$ cat src/rtl/skewer_pkg.sv
// ============================================================================
// Module  : skewer_pkg
// Brief   : Shared FSM states and counter sizing for the systolic input skewer.
// Revision: 1.0 - initial release
// ============================================================================
`default_nettype none

package skewer_pkg;

  typedef enum logic [1:0] {
    IDLE    = 2'd0,
    STREAM  = 2'd1,
    DRAIN   = 2'd2,
    DONE_ST = 2'd3
  } skew_state_t;

  localparam int c_cnt_w_min = 1;

  // Drain counter width: max(1, clog2(rows)).
  function automatic int skew_cnt_width(input int rows);
    int w;
    w = $clog2(rows);
    return (w < c_cnt_w_min) ? c_cnt_w_min : w;
  endfunction

endpackage

`default_nettype wire

$ cat src/rtl/skew_delay_line.sv
// ============================================================================
// Module  : skew_delay_line
// Brief   : Fixed-depth data+valid shift register, one per skewer lane.
// Revision: 1.0 - initial release
// ============================================================================
`default_nettype none

module skew_delay_line #(
  parameter int WIDTH = 8,
  parameter int DEPTH = 1
) (
  input  logic             CLK,
  input  logic             RST,
  input  logic [WIDTH-1:0] i_data,
  input  logic             i_valid,
  output logic [WIDTH-1:0] o_data,
  output logic             o_valid
);

  logic [WIDTH-1:0] r_data [DEPTH];
  logic [DEPTH-1:0] r_valid;

  always_ff @(posedge CLK) begin
    if (!RST) begin
      for (int i = 0; i < DEPTH; i++) begin
        r_data[i]  <= '0;
        r_valid[i] <= 1'b0;
      end
    end else begin
      r_data[0]  <= i_data;
      r_valid[0] <= i_valid;
      for (int i = 1; i < DEPTH; i++) begin
        r_data[i]  <= r_data[i-1];
        r_valid[i] <= r_valid[i-1];
      end
    end
  end

  assign o_data  = r_data[DEPTH-1];
  assign o_valid = r_valid[DEPTH-1];

endmodule

`default_nettype wire

$ cat src/rtl/systolic_input_skewer.sv
// ============================================================================
// Module  : systolic_input_skewer
// Brief   : Diagonally skews activation vectors onto the array's left edge.
// Revision: 1.0 - initial release
// ============================================================================
`default_nettype none

module systolic_input_skewer
  import skewer_pkg::*;
#(
  parameter int WIDTH = 8,
  parameter int ROWS  = 4
) (
  input  logic                  CLK,
  input  logic                  RST,
  input  logic                  In_Valid,
  output logic                  In_Ready,
  input  logic                  In_Last,
  input  logic [ROWS*WIDTH-1:0] In_Data,
  output logic [ROWS*WIDTH-1:0] Out_Data,
  output logic [ROWS-1:0]       Out_Valid,
  output logic                  Done,
  output logic                  Busy
);

  localparam int                c_cnt_w    = skew_cnt_width(ROWS);
  localparam logic [c_cnt_w-1:0] c_cnt_load = c_cnt_w'((ROWS > 1) ? ROWS - 2 : 0);

  skew_state_t        r_state;
  skew_state_t        w_next_state;
  logic [c_cnt_w-1:0] r_cnt;
  logic [c_cnt_w-1:0] w_next_cnt;
  logic               r_done;
  logic               r_busy;
  logic               w_accept;

  assign In_Ready = (r_state == IDLE) || (r_state == STREAM);
  assign w_accept = In_Valid && In_Ready;
  assign Done     = r_done;
  assign Busy     = r_busy;

  always_ff @(posedge CLK) begin
    if (!RST) begin
      r_state <= IDLE;
      r_cnt   <= '0;
      r_done  <= 1'b0;
      r_busy  <= 1'b0;
    end else begin
      r_state <= w_next_state;
      r_cnt   <= w_next_cnt;
      // Done trails DONE_ST by one edge so it lines up with the last element leaving.
      r_done  <= (r_state == DONE_ST);
      r_busy  <= (w_next_state == STREAM) || (w_next_state == DRAIN);
    end
  end

  always_comb begin
    w_next_state = r_state;
    w_next_cnt   = r_cnt;
    case (r_state)
      IDLE, STREAM: begin
        if (w_accept) begin
          if (In_Last) begin
            w_next_cnt = c_cnt_load;
            if (ROWS == 1) begin
              w_next_state = DONE_ST;
            end else begin
              w_next_state = DRAIN;
            end
          end else begin
            w_next_state = STREAM;
          end
        end
      end
      DRAIN: begin
        if (r_cnt == '0) begin
          w_next_state = DONE_ST;
        end else begin
          w_next_cnt = r_cnt - 1'b1;
        end
      end
      DONE_ST: begin
        w_next_state = IDLE;
      end
      default: begin
        w_next_state = IDLE;
      end
    endcase
  end

  for (genvar r = 0; r < ROWS; r++) begin : g_lane
    logic [WIDTH-1:0] w_head_data;

    // Non-accept cycles push zeros so downstream MACs add nothing.
    assign w_head_data = w_accept ? In_Data[r*WIDTH +: WIDTH] : '0;

    skew_delay_line #(
      .WIDTH (WIDTH),
      .DEPTH (r + 1)
    ) u_delay (
      .CLK     (CLK),
      .RST     (RST),
      .i_data  (w_head_data),
      .i_valid (w_accept),
      .o_data  (Out_Data[r*WIDTH +: WIDTH]),
      .o_valid (Out_Valid[r])
    );
  end

endmodule

`default_nettype wire

$ cat config.mk
export PLATFORM = sky130hd
export DESIGN_NAME = systolic_input_skewer
export DESIGN_NICKNAME = d
export VERILOG_FILES = /design/src/rtl/skewer_pkg.sv /design/src/rtl/skew_delay_line.sv /design/src/rtl/systolic_input_skewer.sv
export SDC_FILE = /design/constraint.sdc
export NUM_CORES = 1
export LEC_CHECK = 0
export CORE_MARGIN = 2
export CORE_UTILIZATION = 45
export DETAILED_ROUTE_END_ITERATION = 8
export MAX_ROUTING_LAYER = met4
export PLACE_DENSITY_LB_ADDON = 0.3
export SYNTH_ARGS = -nofsm -noshare
export SYNTH_HDL_FRONTEND = slang
export SYNTH_HIERARCHICAL = 1
export SYNTH_SLANG_ARGS = --single-unit
export TNS_END_PERCENT = 10
$ cat constraint.sdc
create_clock -name CLK -period 3.4 [get_ports CLK]
set_input_delay 0.68 -clock CLK [delete_from_list [all_inputs] [get_ports CLK]]
set_output_delay 0.68 -clock CLK [all_outputs]
set_load 0.05 [all_outputs]
# --- Word-level counts from Yosys, hierarchy flattened ---
# Memories as Yosys holds them, arrays and structs flattened.
# Index checks and enable logic that the tools add are counted.
classes:
  addsub: 1
  mul: 0
  n_div: 0
  magnitude_cmp: 0
  eq_ne: 8
  n_shift: 0
  muxes: 25
  bitwise_logic: 9
  reduce_logical: 9
op_table:
  columns: ["cell", "n"]
  rows:
  - ["8-bit 2-to-1 mux", 14]
  - ["2-bit 2-to-1 mux", 6]
  - ["1-bit bitwise OR", 9]
  - ["8-bit OR reduction", 1]
  - ["2-bit == test (second input constant)", 3]
  - ["2-bit case mux with 3 select lines", 1]
  - ["2-bit by 1-bit == test with 1-bit output (second input constant)", 2]
  - ["2-bit zero test", 2]
  - ["2-bit != test (second input constant)", 2]
  - ["2-bit case mux with 2 select lines", 1]
  - ["4-bit AND reduction", 1]
  - ["1-bit 2-to-1 mux", 3]
  - ["1-bit logical OR", 2]
  - ["2-bit by 1-bit != test with 1-bit output (second input constant)", 1]
  - ["2-bit nonzero test", 1]
  - ["2-bit OR reduction", 1]
  - ["2-bit by 1-bit subtractor with 2-bit output (second input constant)", 1]
  - ["1-bit logical AND", 1]
totals:
  register_bits: 16
  latch_bits: 0
  ram_bits: 80
  rom_bits: 0
  inputBits: 36
  out_inout_bits: 39
  wordCells: 64
  n_memories: 4
memory_table:
  columns: ["memory", "words", "width", "rd", "rd_clocked_by_memory_dff", "write_ports", "line", "text"]
  rows:
  - ["g_lane[3].u_delay.r_data", 4, 8, 4, 0, 4, "skew_delay_line.sv:20", "logic [WIDTH-1:0] r_data [DEPTH];"]
  - ["g_lane[2].u_delay.r_data", 3, 8, 3, 0, 3, "skew_delay_line.sv:20", null]
  - ["g_lane[1].u_delay.r_data", 2, 8, 2, 0, 2, "skew_delay_line.sv:20", null]
  - ["g_lane[0].u_delay.r_data", 1, 8, 1, 0, 1, "skew_delay_line.sv:20", null]

# --- Depth between registers and ports, before layout ---
# Gate-level depths: netlist of run 1.
logic_depth:
  depth_word: 7
  mapped_depth: 5
  mapped_depth_nobuf: 5

# --- Hierarchy ---
# The synthesis of run 1 kept the hierarchy.
modules_own_cells:
  columns: ["mod", "n_inst", "cells_per_inst", "area_each_um2", "seq_area_each_um2"]
  rows:
  - ["skew_delay_line at g_lane[3].u_delay", 1, 75, 1006.0, 720.7]
  - ["skew_delay_line at g_lane[2].u_delay", 1, 64, 818.3, 540.5]
  - ["skew_delay_line at g_lane[1].u_delay", 1, 45, 561.8, 360.3]
  - ["systolic_input_skewer", 1, 64, 501.7, 120.1]
  - ["skew_delay_line at g_lane[0].u_delay", 1, 18, 236.5, 180.2]

# --- Worst setup path after synthesis of run 1 ---
# OpenSTA, ideal clock, no wires.
synth_path:
  path_kind: "input-to-reg"
  from: "input In_Valid"
  to: "memory g_lane[2].u_delay.r_data[0][5]"
  setup_ps: 116
  arrival_time_ps: 1388
  t_required_ps: 3284
  path_slack_ps: 1896
  stages: 5
  n_path_buf: 2
  path_cell_list: "nor2b_1 -> buf_6 -> buf_2 -> and2_1 -> and2_2"
synth_rtl:
  columns: ["element", "line", "text"]
  rows:
  - ["start, declared", "systolic_input_skewer.sv:16", "input logic In_Valid,"]
  - ["end, declared", "skew_delay_line.sv:20", null]

# --- Worst setup path in the final report of run 1 ---
layout_path:
  from: "register r_state[1]"
  to: "output In_Ready"
layout_via:
  elab_chain_len: 2
  word_cells_on_any_way: 3
  cone_classes: "1 x eq/ne; 2 x reduce/logical"
layout_rtl:
  columns: ["element", "line", "text"]
  rows:
  - ["start, declared", "systolic_input_skewer.sv:29", "skew_state_t r_state;"]
  - ["start signal, assigned", "systolic_input_skewer.sv:49", "r_state <= w_next_state;"]
  - ["2-bit by 1-bit == test with 1-bit output or 2-bit zero test (tied branches)", "systolic_input_skewer.sv:37", "assign In_Ready = (r_state == IDLE) || (r_state == STREAM);"]
  - ["1-bit logical OR (*)", "systolic_input_skewer.sv:37", null]
  - ["end, declared", "systolic_input_skewer.sv:17", "output logic In_Ready,"]
# Every way passes the cells marked *; elsewhere a longest branch is shown, timed or not.

==> results.yml, run 1 <==
status:
  status: "finished clean"
placement:
  place_ws_ps: 1020
  gp_congestion: 0.693
  placedInstanceArea_mm2: 0.00379
  port_buffers: 74
  dp_hpwl_um: 2940
clock_network:
  htree_levels: 3
  clockBufferDepth: 2
  cts_inserted_buffers: 9
  post-cts-setup-buffers: 0
  tritoncts: "yes"
  post_cts_resized: 0
  holdBufCountCts: 0
  cts.sinks: 96
  cts.clk_slew.worst_paths_ps: 90
  clkLatencyLatePin_ps: 340
  cts_root_buffer: "clkbuf_8"
layout:
  postLayoutCellArea_mm2: 0.00396
  finalNetCount: 365
  drive_gt1_share_pct: 27.8
  syn2layout_area_growth_pct: 26.8
  diodes: 0
synth:
  ys_types: 23
  ys_warn_count: 6
  synth_area_per_cell_um2: 11.7
  synth_seq_area_share_pct: 61.5
  syn-num-nets: 303
  ys.flop_type: "dfxtp_1"
  netlist_instances: 266
  synth_edf_count: 0
  synth_area_mm2: 0.00312
  ys_seq_elements: 96
  ys_async_sr_fraction_pct: 0
timing:
  fin_crit_ps: 2270
  totalNegativeSetupSlack_ps: 0
  clock.fmax_mhz: 441
  fin_ws_ps: 1130
  slew_headroom_pct: 48.4
  setup_violations: 0
  final-max-slew-violation-count: 0
  tightest_slew_ps: 774
  period_share_pct: 66.7
  hold_viol_final: 0
  rsz0062_at_grt: "no"
  whs_ps: 428
  clock-skew-final_ps: 10.3
floorplanning:
  dieArea_mm2: 0.00763
  rows: 30
  die_x_um: 87.3
  fp.dieH_um: 87.3
  ios: 75
  initial_core_util_pct: 46.2
  core_mm2: 0.00676
pwr:
  p_total_w: 0.00200
  powerDensity_mw_per_mm2: 506
  max-vdd-ir-drop_v: 0.000228
  leakage_nw: 1.62
drt:
  vias_per_cell: 4.23
  first_pass_iters: 2
  wl_um: 4350
  vias: 1737
  ant_nets: 0
  drt_iter0_drc: 17
  wl_per_cell_um: 10.6
  drc: 0
critical_path:
  cp_max_fo: 8
  worst-endpoint-arrival_ps: 1590
  crit_required_ps: 2720
  path_class: "reg2out"
  start_kind: "flop"
  rr_worst_depth: 4
  critPathCaptureType: "output port"
hold_path:
  hold_path_depth: 1
  hp-class: "reg2reg"
global_routing:
  antenna_found_initial: 0
  grt_first_pass_wirelength_um: 6870
  grt_remaining_overflow: 0
  grt_pass1_vias: 1553
  grt_max_degree: 61
  grtUsageTotal_pct: 12.3
job:
  cap_violations: 0
## worst paths after layout
check                                 start                               to  slack, ps
max reg2reg                      r_state[1]                         r_cnt[0]       1880
min          g_lane[1].u_delay/r_data[0][3]  g_lane[1].u_delay/r_data[0][11]        430
min reg2reg  g_lane[1].u_delay/r_data[0][3]  g_lane[1].u_delay/r_data[0][11]        430
max                              r_state[1]                         In_Ready       1130
## where the power goes
group	leakage (nW)	internal, W	total (W)	switching [W]
sequential	0.783	0.00116	0.00117	0.0000107
combinational	0.751	0.0000980	0.000191	0.0000934
clock	0.0845	0.000300	0.000642	0.000342
total	1.62	0.00156	0.00200	0.000446
## registers in the layout, summed over array words and instances, names as in the netlist
name                    count
g_lane.u_delay/o_valid      1
g_lane.u_delay/r_valid      9
Busy                        1
r_state                     2
g_lane.u_delay/r_data      80
r_cnt                       2
Done                        1
## routing by layer
metal	global-route usage [%]	part of all wire, %	vias to the layer above	wire, µm
met5	-	0	-	0
met4	7.13	2.4	0	103
met3	3.22	4.1	9	180
met2	20.1	50	40	2180
met1	13.6	43	775	1890
li1	-	-	913	-
## final cells by class
class	count	area, µm²
clock buffer	12	155
clock inverter	2	16.3
fill	571	2800
inverter	4	15.0
multi-input combinational	140	995
sequential	96	1920
tap	80	100
timing repair buffer	77	758
## cell usage after synthesis, types with 2 or more instances
cell / instances / share of area [%]
dfxtp_1: 96 / 62
and2_2: 71 / 17
and2_1: 51 / 10
buf_4: 16 / 3.8
clkbuf_2: 5 / 0.80
buf_6: 4 / 1.4
inv_1: 4 / 0.48
a21oi_1: 2 / 0.32
nor2_1: 2 / 0.24
o21a_1: 2 / 0.48
## cell usage in the layout (no fill, tap or decap), types with 2 or more instances in the layout
master	instances
inv_1	4
buf_4	3
clkdlybuf4s50_1	73
o21a_1	2
and2_2	71
nor2_1	2
and2_1	51
dfxtp_1	96
a21oi_1	2
clkbuf_8	11
## metrics by stage
| stage | utilization (%) | instances |
|---|---|---|
| after detailed placement | 56.1 | 397 |
| final | 58.6 | 411 |
| after global placement | 56.1 | 397 |
| after global routing | 58.6 | 411 |
| after floorplan | - | 266 |
| after CTS | 58.6 | 411 |
## critical path, stage by stage (launching register included)
cell             delay [ps]
dfxtp_1                 390
inv_1                    80
clkdlybuf4s50_1         790
## kinds of logic after synthesis
logic type / Yosys count / synth area share [%]
adder cells (fa/ha/maj): 1 / 0.400
flip-flops: 96 / 61.5
AND/OR/NAND/NOR: 131 / 29.3
buffers and inverters: 30 / 6.73
AO/OA/AOI/OAI: 8 / 2.08
No activity file was read; power rests on OpenSTA's default activity.
==> run 2: changes to the inputs <==
--- a/config.mk
+++ b/config.mk
@@ -6,7 +6,7 @@
 export NUM_CORES = 1
 export LEC_CHECK = 0
 export CORE_MARGIN = 2
-export CORE_UTILIZATION = 45
+export CORE_UTILIZATION = 44
 export DETAILED_ROUTE_END_ITERATION = 8
 export MAX_ROUTING_LAYER = met4
 export PLACE_DENSITY_LB_ADDON = 0.3
==> constraint.sdc (replaced) <==
create_clock -name CLK -period 2 [get_ports CLK]
set_input_delay 0.4 -clock CLK [delete_from_list [all_inputs] [get_ports CLK]]
set_output_delay 0.4 -clock CLK [all_outputs]
set_load 0.05 [all_outputs]
==> results.yml, run 2 (synthesis gave the netlist of run 1 again) <==
drt:
  first_pass_iters: 4
  wl_um: 4480
  vias_per_cell: 4.06
  drc: 0
  drt_iter0_drc: 66
  ant_nets: 0
  wl_per_cell_um: 10.4
  vias: 1750
timing:
  period_share_pct: 95.3
  clock-skew-final_ps: 5.16
  clock.fmax_mhz: 524
  setup_violations: 0
  totalNegativeSetupSlack_ps: 0
  slew_headroom_pct: 64.9
  fin_crit_ps: 1910
  rsz0062_at_grt: "no"
  fin_ws_ps: 93.2
  tightest_slew_ps: 525
  final-max-slew-violation-count: 0
  hold_viol_final: 0
status:
  status: "finished clean"
clock_network:
  cts.clk_slew.worst_paths_ps: 80
  post-cts-setup-buffers: 0
  cts.sinks: 96
  post_cts_resized: 0
  cts_inserted_buffers: 9
  cts_root_buffer: "clkbuf_8"
  htree_levels: 3
  tritoncts: "yes"
  holdBufCountCts: 0
  clkLatencyLatePin_ps: 350
  clockBufferDepth: 2
layout:
  final_cell_count_no_fill: 431
  diodes: 0
  finalNetCount: 368
  nFillCells: 598
  final_cell_mix: "96 x dfxtp_1, 73 x clkdlybuf4s50_1, 71 x and2_2"
  multi_input_area_um2: 995
  top_register: "g_lane.u_delay/r_data"
  top_regs: "g_lane.u_delay/r_data: 80 flops, g_lane.u_delay/r_valid: 9 flops"
  syn2layout_area_growth_pct: 30.6
  seqCellArea_mm2: 0.00192
  largest_reg_flops: 80
  drive_gt1_share_pct: 28.7
  final_common_cell: "dfxtp_1"
critical_path:
  worst-endpoint-arrival_ps: 1510
  path_class: "reg2out"
  start_kind: "flop"
  critPathCaptureType: "output port"
  cp_max_fo: 2
  crit_required_ps: 1600
floorplanning:
  core_mm2: 0.00683
  rows: 30
  ios: 75
  initial_core_util_pct: 45.7
  dieArea_mm2: 0.00779
  fp.dieH_um: 88.3
  die_x_um: 88.3
placement:
  dp_cells: 416
  place_ws_ps: 226
  port_buffers: 74
  gp_congestion: 0.693
  dp_hpwl_um: 3040
global_routing:
  antenna_found_initial: 0
  grt_remaining_overflow: 0
  grt_max_degree: 47
  grt_pass1_vias: 1680
  grt_first_pass_wirelength_um: 7280
  grtUsageTotal_pct: 12.8
pwr:
  leakage_nw: 1.67
  powerDensity_mw_per_mm2: 922
  max-vdd-ir-drop_v: 0.000441
  p_total_w: 0.00376
hold_path:
  hp-class: "reg2reg"
job:
  cap_violations: 0
==> run 2: power by group <==
| group | leakage [nW] | switching, W | internal [W] | total (W) |
|---|---|---|---|---|
| Clock | 0.113 | 0.000608 | 0.000826 | 0.00143 |
| Combinational | 0.771 | 0.000163 | 0.000174 | 0.000337 |
| Sequential | 0.783 | 0.0000161 | 0.00197 | 0.00199 |
==> run 2: cell type report <==
cell class	count	share of cell area, %
Clock buffer	10	3.13
Inverter	4	0.368
Sequential cell	96	47.1
Timing Repair Buffer	80	19.4
Clock inverter	5	2.61
Tap cell	96	2.94
Multi-Input combinational cell	140	24.4
==> run 2: worst paths after layout <==
path,start,endpoint,slack (ps),depth (start not counted)
worst max-delay path,r_state[1],In_Ready,90,2
worst min-delay path,g_lane[1].u_delay/r_data[0][5],g_lane[1].u_delay/r_data[0][13],440,1
worst min register to register,g_lane[1].u_delay/r_data[0][5],g_lane[1].u_delay/r_data[0][13],440,1
worst max register to register,r_cnt[0],r_cnt[0],670,5
==> run 2: routing by layer <==
| layer | wire length, µm | vias up | global-route usage [%] |
|---|---|---|---|
| met5 | 0 | - | - |
| met4 | 127 | 0 | 7.44 |
| met3 | 195 | 9 | 2.71 |
| met2 | 2230 | 39 | 21.2 |
| met1 | 1930 | 780 | 14.1 |
| li1 | - | 922 | - |
==> run 2: stage by stage <==
step,util (%),cell area [µm²],hold WS [ps]
floorplan,-,3120,412
global placement,56.3,3840,415
detailed placement,56.3,3840,418
CTS,59.7,4080,439
global route,59.7,4080,459
finish,59.7,4080,436
==> run 2: worst max-delay path: stages (launching register included) <==
cell and delay, ps:
dfxtp_1 320, inv_1 50, clkdlybuf4s50_1 800
